$ cat src/rtl/addsub_arbiter.sv
// Round-robin arbiter in front of a shared add/subtract unit.
// One operation in flight at a time: IDLE grants, EXEC computes, RESP holds the result until taken.
module addsub_arbiter #(
  parameter int DATA_WIDTH = 8,
  parameter int NUM_REQ    = 3
) (
  input  logic                          clk,
  input  logic                          rst,
  input  logic [NUM_REQ-1:0]            req_valid,
  output logic [NUM_REQ-1:0]            req_ready,
  input  logic [NUM_REQ-1:0]            req_op,
  input  logic [NUM_REQ*DATA_WIDTH-1:0] req_a,
  input  logic [NUM_REQ*DATA_WIDTH-1:0] req_b,
  output logic                          rsp_valid,
  input  logic                          rsp_ready,
  output logic [$clog2(NUM_REQ)-1:0]    rsp_id,
  output logic [DATA_WIDTH:0]           rsp_data,
  output logic                          busy
);

  localparam int ID_W = $clog2(NUM_REQ);

  // Handshake: a transfer happens on a rising edge where valid and ready are both high.
  typedef enum logic [1:0] {IDLE, EXEC, RESP} state_t;

  state_t                state;
  state_t                state_next;
  logic [ID_W-1:0]       last_grant;
  logic [ID_W-1:0]       grant;
  logic                  grant_any;
  logic [ID_W-1:0]       idx;
  logic                  op_q;
  logic [DATA_WIDTH-1:0] a_q;
  logic [DATA_WIDTH-1:0] b_q;
  logic [DATA_WIDTH-1:0] a_arr [NUM_REQ];
  logic [DATA_WIDTH-1:0] b_arr [NUM_REQ];

  for (genvar i = 0; i < NUM_REQ; i++) begin : g_unpack
    assign a_arr[i] = req_a[i*DATA_WIDTH +: DATA_WIDTH];
    assign b_arr[i] = req_b[i*DATA_WIDTH +: DATA_WIDTH];
  end

  // Walk upward from the requester after last_grant, wrapping at NUM_REQ-1.
  always_comb begin
    grant     = '0;
    grant_any = 1'b0;
    idx       = last_grant;
    for (int k = 0; k < NUM_REQ; k++) begin
      if (idx == ID_W'(NUM_REQ - 1)) idx = '0;
      else                           idx = idx + 1'b1;
      if (!grant_any && req_valid[idx]) begin
        grant_any = 1'b1;
        grant     = idx;
      end
    end
  end

  always_ff @(posedge clk) begin
    if (rst) state <= IDLE;
    else     state <= state_next;
  end

  always_comb begin
    state_next = state;
    case (state)
      IDLE:    if (grant_any) state_next = EXEC;
      EXEC:    state_next = RESP;
      RESP:    if (rsp_ready) state_next = IDLE;
      default: state_next = IDLE;
    endcase
  end

  always_comb begin
    req_ready = '0;
    if (state == IDLE && !rst && grant_any) req_ready[grant] = 1'b1;
    rsp_valid = (state == RESP);
    busy      = (state != IDLE);
  end

  always_ff @(posedge clk) begin
    if (rst) begin
      last_grant <= ID_W'(NUM_REQ - 1);
      rsp_id     <= '0;
      rsp_data   <= '0;
      op_q       <= 1'b0;
      a_q        <= '0;
      b_q        <= '0;
    end else begin
      case (state)
        IDLE: begin
          if (grant_any) begin
            last_grant <= grant;
            rsp_id     <= grant;
            op_q       <= req_op[grant];
            a_q        <= a_arr[grant];
            b_q        <= b_arr[grant];
          end
        end
        EXEC: begin
          // Bit DATA_WIDTH is the carry for add and the borrow for sub.
          if (op_q) rsp_data <= {1'b0, a_q} - {1'b0, b_q};
          else      rsp_data <= {1'b0, a_q} + {1'b0, b_q};
        end
        default: ;
      endcase
    end
  end

endmodule

$ cat config.mk
export PLATFORM = sky130hd
export DESIGN_NAME = addsub_arbiter
export DESIGN_NICKNAME = d
export VERILOG_FILES = /design/src/rtl/addsub_arbiter.sv
export SDC_FILE = /design/constraint.sdc
export NUM_CORES = 1
export LEC_CHECK = 0
export ABC_AREA = 0
export CAP_MARGIN = 30
export CORE_UTILIZATION = 40
export CTS_CLUSTER_DIAMETER = 80
export DETAILED_ROUTE_END_ITERATION = 12
export PLACE_DENSITY = 0.84
export SYNTH_ARGS = -nofsm -noshare
export SYNTH_HDL_FRONTEND = slang
export SYNTH_SLANG_ARGS = --single-unit
$ cat constraint.sdc
create_clock -name clk -period 3.1 [get_ports clk]
set_clock_uncertainty 0.1 [all_clocks]
set_input_delay 0.465 -clock clk [delete_from_list [all_inputs] [get_ports clk]]
set_output_delay 0.465 -clock clk [all_outputs]
set_load 0.05 [all_outputs]
==> impl_metrics.env <==
export IMPL_outcome="finished clean"
export IMPL_grt_max_degree=37
export IMPL_dpl_hpwl_mm=3.61
export IMPL_synthArstFlopShare_pct=0
export IMPL_cts_sinks=31
export IMPL_yosysTopAreaCell="dfxtp_1"
export IMPL_drc=0
export IMPL_setup_viol=0
export IMPL_crit_buf_inv=2
export IMPL_worst_pin_slew_ps=652
export IMPL_post_route_period_util_pct=84.5
export IMPL_hold_buffers=0
export IMPL_placed_cell_area_sq_um=2570
export IMPL_cp_depth=10
export IMPL_slew_headroom_pct=56.5
export IMPL_dpl_cell_count=332
export IMPL_r2r_end="rsp_data[7]"
export IMPL_start_util_pct=41.7
export IMPL_met1Wirelength_mm=2.03
export IMPL_final_util_pct=61.0
export IMPL_r2r_cells=10
export IMPL_fmaxAchievable_mhz=382
export IMPL_ys_seq_elements=31
export IMPL_maxCapViolations=0
export IMPL_cp_start_kind="flip-flop"
export IMPL_fp_row_count=24
export IMPL_ctsResizeCount=0
export IMPL_mappedNetlistArea_sq_um=1830
export IMPL_ant_nets=0
export IMPL_wl_met3_um=387
export IMPL_grt_overflow=0
export IMPL_port_buffers=72
export IMPL_reg2reg_setup_slack_ps=480
export IMPL_gp_congestion=0.913
export IMPL_synth_top_flop_cell="dfxtp_1"
export IMPL_cts_setup_buffers=0
export IMPL_holdWs_ps=353
export IMPL_hold_start="rsp_data[2]"
export IMPL_wl_mm=4.74
export IMPL_synth_common_cells="a21oi_1 (31), dfxtp_1 (31), o21ai_0 (25)"
export IMPL_fp_dieW_um=69.6
export IMPL_criticalPathCategory="reg -> reg"
export IMPL_critPathMaxStageDelay_ps=390
export IMPL_crit_family="compound AO/OA/AOI/OAI gates"
export IMPL_synth_top_cell_area_share_pct=34.0
export IMPL_worstPathMaxFanout=5
export IMPL_synth_edff_count=0
export IMPL_wl_met2_mm=2.28
export IMPL_drive_gt1_share_pct=7.99
export IMPL_num_io_pins=73
export IMPL_p_leak_nw=1.01
export IMPL_synth_warnings=0
export IMPL_die_h_um=69.6
export IMPL_grt_usage_pct=20.5
export IMPL_hold_class="reg -> reg"
export IMPL_wl_per_cell_um=13.9
export IMPL_timing_final_ws_setup_ps=481
export IMPL_core_area_sq_um=4380
export IMPL_rsz0062_at_grt="no"
export IMPL_root_buffer="clkbuf_8"
export IMPL_routed_top_layer="met4"
export IMPL_antenna_found_initial=0
export IMPL_nNetsFinal=354
export IMPL_fin_area_sq_um=2670
export IMPL_ys_seq_area_share_pct=34.0
export IMPL_hold_path_endpoint="rsp_data[2]"
export IMPL_netlist_cell_type_count=39
export IMPL_power_density_nw_per_um2=604
export IMPL_setup_tns_ps=0
export IMPL_hold_violations=0
export IMPL_holdPathStages=2
export IMPL_routed_via_count=1931
export IMPL_grt_pass1_wl_mm=7.87
export IMPL_rr_startpoint="b_q[0]"
export IMPL_area_delta_synth_final_pct=46.4
export IMPL_insertion_delay_ps=290
export IMPL_netlist_top_cells_area="dfxtp_1 (34%), a222oi_1 (9.3%), a21oi_1 (8.5%)"
export IMPL_cp_startpoint="b_q[0]"
export IMPL_power_total_mw=1.62
export IMPL_vias_per_cell=5.68
export IMPL_fin_cells=340
export IMPL_cpMaxStageDelayCell="dfxtp_1"
export IMPL_post_route_min_period_ps=2620
export IMPL_synth_area_per_cell_sq_um=8.34
export IMPL_critPathCaptureType="flip-flop"
export IMPL_diodes=0
export IMPL_synth_fp_nets=286
export IMPL_slew_violations=0
export IMPL_drtIter0Drc=166
export IMPL_crit_arrival_ps=2710
export IMPL_grt_pass1_vias=1711
export IMPL_cts_max_path_buffers=2
export IMPL_worstPathRequired_ps=3190
export IMPL_cts_buffers=5
export IMPL_crit_chain="inv_1, ha_1, mux2_2, inv_1, ha_1, nor2b_1, o31a_1, o41ai_1, xor2_1, a211oi_1"
export IMPL_dieArea_sq_um=4840
export IMPL_peakVddDrop_uv=238
export IMPL_path_clk_slew_ps=70
export IMPL_cts_max_level=2
export IMPL_cts_tree="built"
export IMPL_syn_inst=219
export IMPL_pre_cts_ws_ps=522
export IMPL_dr_pass1_iters=5
area by class of cell:
type                       instances  area, sq um
timing repair buffer              76          768
clock inverter                     1         7.51
inverter                           7         26.3
fill                             371         1710
tap                               52         65.1
multi-input combinational        166         1090
sequential                        31          621
clock buffer                       7         96.3
per-layer routing:
layer  track usage (%)  vias up
met5                 0        -
met4              8.16        0
met3              6.83        6
met2              31.8       79
met1              26.1      880
li1                  -      966
kinds of logic after synthesis:
kind of cell | synth area share [%]
AND/OR/NAND/NOR | 15.8
buffers and inverters | 6.37
flip-flops | 34.0
adder cells (fa/ha/maj) | 7.26
AO/OA/AOI/OAI | 31.6
multiplexers | 1.16
XOR/XNOR | 3.84
layout by cell type, fill, tap and decap left out, drive strengths merged:
cell type	count
nor2b	5
a211oi	5
mux2	1
clkdlybuf4s50	69
xor2	1
mux2i	1
or2	3
nand3	3
o21bai	1
ha	9
and2b	1
xnor2	7
a21oi	31
fa	1
a31oi	3
nand2	8
and2	4
o21ai	26
a222oi	17
o22ai	2
inv	7
o21a	2
nand2b	4
clkbuf	7
clkinvlp	1
o41ai	2
o31a	1
and3	1
nor4b	2
dfxtp	31
or4	1
nor3	6
nor2	17
nor4	1
buf	7
registers in the layout, summed over array words and instances, names as in the netlist:
name / cells
a_q: 8
b_q: 8
last_grant: 1
op_q: 1
rsp_data: 9
rsp_id: 2
state: 2
worst register-to-register path, delay by kind of cell (launching register included):
family	cells	cell delay, ps
xor+xnor	1	110
flops	1	390
buf+inv	2	150
compound gates	3	830
mux	1	290
fa+ha+maj	2	490
simple gates	1	150
report_power, final:
group / internal (mW) / switching, mW
registers: 0.460 / 0.0500
logic: 0.337 / 0.414
clock network: 0.202 / 0.153
how the worst max path moves through the flow:
stage,end,slack [ps]
after global routing,rsp_data[7],340
after CTS,rsp_data[7],490
after global placement,req_ready[2],550
after detailed placement,req_ready[0],520
after floorplan,rsp_data[7],700
final,rsp_data[7],480
Note: power is estimated with default switching activity, not from simulation.
